$ cat src/rtl/irq_ctrl_pkg.sv
// Shared constants and types for the APB interrupt controller.
// Register offsets are byte offsets within the 32-byte window.
package irq_ctrl_pkg;

  localparam logic [4:0] IRQ_PENDING  = 5'h00;
  localparam logic [4:0] IRQ_ENABLE   = 5'h04;
  localparam logic [4:0] IRQ_STATUS   = 5'h08;
  localparam logic [4:0] IRQ_CLAIM    = 5'h0C;
  localparam logic [4:0] IRQ_COMPLETE = 5'h10;

  localparam int IRQ_CLAIM_VALID = 31;

  typedef enum logic {
    IRQ_IDLE    = 1'b0,
    IRQ_SERVICE = 1'b1
  } irq_state_e;

endpackage

$ cat src/rtl/apb_bus_t.sv
// APB3 bus bundle with clock and reset.
// Zero-wait slaves tie PREADY to the access phase.
interface apb_bus_t;

  logic        PCLK;
  logic        PRESETn;
  logic        PSEL;
  logic        PENABLE;
  logic        PWRITE;
  logic [31:0] PADDR;
  logic [31:0] PWDATA;
  logic [31:0] PRDATA;
  logic        PREADY;

  modport slave (
    input  PCLK,
    input  PRESETn,
    input  PSEL,
    input  PENABLE,
    input  PWRITE,
    input  PADDR,
    input  PWDATA,
    output PRDATA,
    output PREADY
  );

  modport master (
    output PSEL,
    output PENABLE,
    output PWRITE,
    output PADDR,
    output PWDATA,
    input  PRDATA,
    input  PREADY
  );

endinterface

$ cat src/rtl/irq_prio_enc.sv
// Lowest-index-wins priority encoder.
// Scanning downward lets the lowest set bit overwrite the result last.
module irq_prio_enc #(
  parameter int N = 8
) (
  input  logic [N-1:0] req,
  output logic         valid,
  output logic [4:0]   idx
);

  always_comb begin
    valid = 1'b0;
    idx   = '0;
    for (int i = N - 1; i >= 0; i--) begin
      if (req[i]) begin
        valid = 1'b1;
        idx   = i[4:0];
      end
    end
  end

endmodule

$ cat src/rtl/apb_irq_ctrl.sv
// APB interrupt controller: pending/enable, lowest-index priority,
// single-source claim/complete handshake, registered core request.
module apb_irq_ctrl #(
  parameter int N_IRQS = 8
) (
  apb_bus_t.slave            apb_bus,
  input  logic [N_IRQS-1:0]  irq_i,
  output logic               irq_o
);

  import irq_ctrl_pkg::*;

  logic [N_IRQS-1:0] pending_q, pending_n;
  logic [N_IRQS-1:0] enable_q, enable_n;
  logic [4:0]        claimed_q, claimed_n;
  irq_state_e        state_q, state_n;
  logic              irq_q, irq_n;

  logic [N_IRQS-1:0] active;
  logic [N_IRQS-1:0] clr;
  logic [N_IRQS-1:0] one_hot;
  logic              best_valid;
  logic [4:0]        best;
  logic [31:0]       rdata;
  logic [31:0]       pend_w;
  logic [31:0]       en_w;
  logic [4:0]        offs;
  logic              acc;
  logic              wr;
  logic              rd;
  logic              unused_bits;

  assign active = pending_q & enable_q;

  irq_prio_enc #(
    .N (N_IRQS)
  ) u_prio (
    .req   (active),
    .valid (best_valid),
    .idx   (best)
  );

  always_comb begin
    pending_n = pending_q;
    enable_n  = enable_q;
    claimed_n = claimed_q;
    state_n   = state_q;
    rdata     = '0;
    clr       = '0;
    pend_w    = '0;
    en_w      = '0;
    pend_w[N_IRQS-1:0] = pending_q;
    en_w[N_IRQS-1:0]   = enable_q;
    one_hot    = '0;
    one_hot[0] = 1'b1;
    one_hot    = one_hot << best;
    acc  = apb_bus.PSEL && apb_bus.PENABLE;
    wr   = acc && apb_bus.PWRITE;
    rd   = acc && !apb_bus.PWRITE;
    offs = {apb_bus.PADDR[4:2], 2'b00};

    unique case (1'b1)
      offs == IRQ_PENDING: begin
        if (rd) rdata = pend_w;
        if (wr) clr = apb_bus.PWDATA[N_IRQS-1:0];
      end
      offs == IRQ_ENABLE: begin
        if (rd) rdata = en_w;
        if (wr) enable_n = apb_bus.PWDATA[N_IRQS-1:0];
      end
      offs == IRQ_STATUS: begin
        if (rd) begin
          rdata[0]    = (state_q == IRQ_SERVICE);
          rdata[12:8] = claimed_q;
        end
      end
      offs == IRQ_CLAIM: begin
        if (rd && state_q == IRQ_IDLE && best_valid) begin
          rdata[IRQ_CLAIM_VALID] = 1'b1;
          rdata[4:0] = best;
          clr        = one_hot;
          claimed_n  = best;
          state_n    = IRQ_SERVICE;
        end
      end
      offs == IRQ_COMPLETE: begin
        if (wr && state_q == IRQ_SERVICE &&
            apb_bus.PWDATA[4:0] == claimed_q)
          state_n = IRQ_IDLE;
      end
      default: ;
    endcase

    // A new request in the same cycle beats any clear.
    pending_n = (pending_q & ~clr) | irq_i;
    irq_n = (state_n == IRQ_IDLE) && |(pending_n & enable_n);
  end

  always_ff @(posedge apb_bus.PCLK or negedge apb_bus.PRESETn) begin
    if (!apb_bus.PRESETn) begin
      pending_q <= '0;
      enable_q  <= '0;
      claimed_q <= '0;
      state_q   <= IRQ_IDLE;
      irq_q     <= 1'b0;
    end else begin
      pending_q <= pending_n;
      enable_q  <= enable_n;
      claimed_q <= claimed_n;
      state_q   <= state_n;
      irq_q     <= irq_n;
    end
  end

  assign apb_bus.PRDATA = rdata;
  assign apb_bus.PREADY = apb_bus.PSEL && apb_bus.PENABLE;
  assign irq_o          = irq_q;

  assign unused_bits = ^{apb_bus.PADDR, apb_bus.PWDATA};

endmodule
$ cat src/flat_wrapper.sv
// flat-port wrapper written by rule: the top's interface ports become plain ports
module apb_irq_ctrl_flat import irq_ctrl_pkg::*;
#(
  parameter int N_IRQS = 8
)
  (irq_i, irq_o, apb_bus_PCLK, apb_bus_PRESETn, apb_bus_PSEL, apb_bus_PENABLE, apb_bus_PWRITE, apb_bus_PADDR, apb_bus_PWDATA, apb_bus_PRDATA, apb_bus_PREADY);
  apb_bus_t apb_bus_i ();
  input  logic [N_IRQS-1:0] irq_i;
  output logic irq_o;
  input wire logic [$bits(apb_bus_i.PCLK)-1:0] apb_bus_PCLK;
  input wire logic [$bits(apb_bus_i.PRESETn)-1:0] apb_bus_PRESETn;
  input wire logic [$bits(apb_bus_i.PSEL)-1:0] apb_bus_PSEL;
  input wire logic [$bits(apb_bus_i.PENABLE)-1:0] apb_bus_PENABLE;
  input wire logic [$bits(apb_bus_i.PWRITE)-1:0] apb_bus_PWRITE;
  input wire logic [$bits(apb_bus_i.PADDR)-1:0] apb_bus_PADDR;
  input wire logic [$bits(apb_bus_i.PWDATA)-1:0] apb_bus_PWDATA;
  output wire logic [$bits(apb_bus_i.PRDATA)-1:0] apb_bus_PRDATA;
  output wire logic [$bits(apb_bus_i.PREADY)-1:0] apb_bus_PREADY;
  assign apb_bus_i.PCLK = apb_bus_PCLK;
  assign apb_bus_i.PRESETn = apb_bus_PRESETn;
  assign apb_bus_i.PSEL = apb_bus_PSEL;
  assign apb_bus_i.PENABLE = apb_bus_PENABLE;
  assign apb_bus_i.PWRITE = apb_bus_PWRITE;
  assign apb_bus_i.PADDR = apb_bus_PADDR;
  assign apb_bus_i.PWDATA = apb_bus_PWDATA;
  assign apb_bus_PRDATA = apb_bus_i.PRDATA;
  assign apb_bus_PREADY = apb_bus_i.PREADY;
  apb_irq_ctrl #(.N_IRQS(N_IRQS)) u_core (.apb_bus(apb_bus_i), .irq_i(irq_i), .irq_o(irq_o));
endmodule
$ cat config.mk
export PLATFORM = sky130hd
export DESIGN_NAME = apb_irq_ctrl_flat
export DESIGN_NICKNAME = d
export VERILOG_FILES = /design/src/rtl/irq_ctrl_pkg.sv /design/src/rtl/apb_bus_t.sv /design/src/rtl/irq_prio_enc.sv /design/src/rtl/apb_irq_ctrl.sv /design/src/flat_wrapper.sv
export SDC_FILE = /design/constraint.sdc
export NUM_CORES = 1
export LEC_CHECK = 0
export BUFFER_PORTS_ARGS = -buffer_cell sky130_fd_sc_hd__clkbuf_2
export CAP_MARGIN = 20
export CELL_PAD_IN_SITES_DETAIL_PLACEMENT = 0
export CELL_PAD_IN_SITES_GLOBAL_PLACEMENT = 1
export CORE_MARGIN = 2
export CORE_UTILIZATION = 28
export CTS_CLUSTER_SIZE = 12
export DETAILED_ROUTE_END_ITERATION = 10
export GPL_TIMING_DRIVEN = 1
export MAX_ROUTING_LAYER = met4
export PLACE_DENSITY = 0.81
export SYNTH_ARGS = -nofsm -noshare
export SYNTH_HDL_FRONTEND = slang
export SYNTH_SLANG_ARGS = --single-unit
$ cat constraint.sdc
create_clock -name apb_bus_PCLK -period 2.2 [get_ports apb_bus_PCLK]
set_input_delay 0.44 -clock apb_bus_PCLK [delete_from_list [all_inputs] [get_ports apb_bus_PCLK]]
set_output_delay 0.44 -clock apb_bus_PCLK [all_outputs]
set_load 0.01 [all_outputs]
==> impl_summary.txt <==
----------------------------------------------------
[Run status]
  Status ... finished clean

[Placement]
  Dpl ws ... 0.0802 ns
  Routability cong. ... 0.878
  # placed instances ... 288
  Number of port buffers ... 37
  Sum of net half-perimeters after detailed placement ... 3340 um

[Clock tree]
  Clock transition at path regs ... 0.08 ns
  CTS Sinks ... 21
  CTS Buf Count ... 3
  H-tree levels ... 1
  Clock tree from TritonCTS ... yes
  Insertion delay to the later sink of the worst-skew pair ... 0.26 ns
  Hold bufs inserted after CTS ... 0
  Root buffer cell ... clkbuf_8
  Maximum count of clock buffers along a single path ... 2

[Timing]
  Clock period minus final worst setup slack ... 2.10 ns
  Number of pins with negative max-slew slack in the final report ... 0
  Worst hold slack after final layout ... 0.141 ns
  Setup tns final ... 0 ns
  Final setup violating endpoints ... 0
  Final WS setup ... 0.0992 ns
  Worst-Margin Slew ... 0.536 ns
  Total count of hold-check failures in the final report ... 0
  Worst-case clock skew ... 0.00712 ns
  Relative slew slack ... 64.3%
  Post-route fraction of the period consumed by the critical path ... 95.5%
  Highest attainable clock frequency ... 476 MHz

[Logic synthesis]
  Number of enable-type register cells in the synthesized netlist ... 0
  Flop and latch count out of synthesis ... 21
  Library cells used by synthesis ... 43
  Area of the mapped netlist ... 1570 um2
  Cells after Synth ... 176
  Share of flip-flops with an asynchronous set or reset ... 100%
  Sequential cell area fraction in the yosys report ... 33.5%
  Count of warnings emitted by yosys ... 0
  Avg Inst Size Synth ... 8.91 um2
  Top FF cell, synth ... dfrtp_1

[Setup path]
  Critical path cell sequence ... nand2_1, nand3_1, a31oi_4, nor2_1, a21o_1, clkbuf_2
  Worst path arrival time ... 1.66 ns
  Critical path endpoint category ... output pin
  Slowest cell on the critical path ... dfrtp_1
  R2r startpoint ... u_core.state_q
  Kind of critical path ... reg -> out
  Required time at the worst-slack endpoint ... 1.76 ns
  Worst reg2reg path depth ... 7
  Startpoint type of the worst setup path ... flop
  Max incr delay on CP ... 0.44 ns
  Largest fanout on the critical path ... 5
  Reg-to-reg slack, setup ... 0.36 ns
  Worst reg2reg path endpoint ... u_core.irq_o

[Final layout]
  Commonest non-fill, non-tap cells in the layout ... clkbuf_2, dfrtp_1, conb_1
  Growth of design area from synthesis to finish ... 22.2%
  Antenna Cells ... 0
  Fin cells ... 295
  Net count of the finished layout ... 301
  Fraction of final layout cells sized beyond drive strength 1 ... 33.6%
  Final-layout fill cell count ... 583
  Leading cell type in the layout, fill and taps excluded ... clkbuf_2

[Floorplanning]
  Total number of placement rows ... 27
  Number of top-level pins ... 111
  Die Outline Area ... 6220 um2
  Initial Util ... 28.7%
  Vertical extent of the die ... 78.9 um
  Chip width ... 78.9 um
  Area of the core ... 5470 um2

[Global routing]
  Vias in the first global route ... 1360
  Overflow left after global routing ... 0
  Maximum number of pins on one net before global-route repair ... 22
  Initial antenna violation count ... 0
  Total routing usage reported by global routing ... 13.7%
  Global-route wire length before repair ... 6440 um

[Pwr]
  Clock share of power ... 21.1%
  Worst vdd ir ... 0.222 mV
  Power, Total ... 1.21 mW
  Power share of the sequential group ... 41.5%
  Switching power share of the total ... 35.1%
  Power per standard cell area ... 631 nW/um2
  Switch Pwr ... 0.424 mW
  Cell leakage power ... 0.903 nW
  Combinational cell fraction of total power ... 37.4%
  Internal power ... 0.785 mW

[Routing]
  Number of detailed-route iterations in the first pass ... 4
  Antenna-violating nets left ... 0
  DR DRC count ... 0
  Total vias in the final route ... 1409
  Routed Wire Length ... 4110 um
  Avg Vias per Cell ... 4.78
  DR iter-0 viols ... 65
  Avg WL per Cell ... 13.9 um

[Min path]
  Min-Delay Path Class ... in -> async

[Job]
  Max Cap Violations ... 0

----------------------------------------------------
## state kept, by name, indices dropped and copies added (netlist names)
name / count
u_core.claimed_q: 3
u_core.irq_o: 1
u_core.pending_q: 8
u_core.enable_q: 8
u_core.state_q: 1
## worst max path at each step
stage | start | cells after the start | to | slack (ns)
floorplan | apb_bus_PADDR[3] | 8 | u_core.irq_o | 0.28
global placement | apb_bus_PADDR[3] | 6 | u_core.irq_o | 0.09
detailed placement | apb_bus_PADDR[3] | 6 | u_core.irq_o | 0.08
finish | u_core.enable_q[3] | 6 | apb_bus_PRDATA[0] | 0.1
global route | u_core.enable_q[3] | 6 | apb_bus_PRDATA[0] | -0.01
CTS | u_core.enable_q[3] | 6 | apb_bus_PRDATA[0] | 0.03
## kinds of logic (layout without fill, tap and decap cells)
kind of cell	Yosys count	after routing	share of synthesized area, %
AOI/OAI and AO/OA	42	42	19.0
xor gates and xnor gates	3	3	1.67
other	1	20	0.239
DFF	21	21	33.5
and+or+nand+nor	63	63	22.4
buffers and inverters	32	60	13.6
muxes	14	14	9.65
## stage by stage
stage               utilization [%]  area [um2]
finish                         35.0        1920
global route                   35.0        1920
CTS                            33.9        1860
detailed placement             32.9        1800
global placement               32.9        1800
floorplan                         -        1640
## worst max-delay path: cells and delay by family, from the launching register on
| family | cells | cell delay, ns |
|---|---|---|
| buf+inv | 1 | 0.12 |
| simple gates | 3 | 0.42 |
| flops | 1 | 0.44 |
| compound gates | 2 | 0.43 |
## layout make-up
type | count | area [um2] | share of cell area (%)
multi-input cells | 142 | 951 | 49.6
flip-flops and latches | 21 | 526 | 27.4
repair buffers | 50 | 283 | 14.8
well taps | 72 | 90.1 | 4.70
clock buffers | 4 | 45.0 | 2.35
inverters | 6 | 22.5 | 1.17
## layer usage
metal  vias up  wire length [um]  track usage [%]
li1        695                 -                -
met1       652              1740             17.2
met2        55              2050             22.8
met3         7               251             1.70
met4         0                71             4.83
met5         -                 0                -
## power groups by stage
stage	clock (mW)	combinational [mW]	sequential (mW)
3_3_place_gp	0	0.392	0.506
4_1_cts	0.261	0.399	0.504
2_1_floorplan	0	0.295	0.495
3_5_place_dp	0	0.393	0.509
5_1_grt	0.276	0.494	0.511
6_report	0.255	0.453	0.502
## cells in the mapped netlist (2+ instances only)
| master | number | area share, % |
|---|---|---|
| a21oi_1 | 7 | 2.2 |
| a21o_1 | 4 | 1.9 |
| mux2i_1 | 8 | 5.1 |
| a31o_1 | 3 | 1.7 |
| nor3_1 | 4 | 1.3 |
| and2_1 | 5 | 2.0 |
| o22ai_1 | 2 | 0.80 |
| xnor2_1 | 3 | 1.7 |
| and3b_1 | 3 | 1.7 |
| or2_1 | 2 | 0.80 |
| inv_1 | 6 | 1.4 |
| nand3b_1 | 3 | 1.4 |
| o21ai_0 | 6 | 1.9 |
| a31oi_1 | 4 | 1.6 |
| nand3_1 | 10 | 3.2 |
| a41oi_1 | 2 | 1.1 |
| and3_1 | 2 | 0.80 |
| or2_2 | 2 | 0.80 |
| mux2_2 | 5 | 3.6 |
| dfrtp_1 | 21 | 33 |
| nand4_1 | 2 | 0.80 |
| nand2b_1 | 2 | 0.80 |
| nor2_1 | 7 | 1.7 |
| a221oi_2 | 2 | 1.9 |
| a22oi_1 | 5 | 2.4 |
| buf_2 | 2 | 0.64 |
| buf_4 | 22 | 11 |
| nand2_1 | 17 | 4.1 |
## timing repair
item                                    in CTS  in global routing
setup buffers                                0                  3
endpoints found under the setup margin       1                  2
pin swaps                                    0                  4
gates resized for setup                      2                  9
No activity file was read; power rests on OpenSTA's default activity.
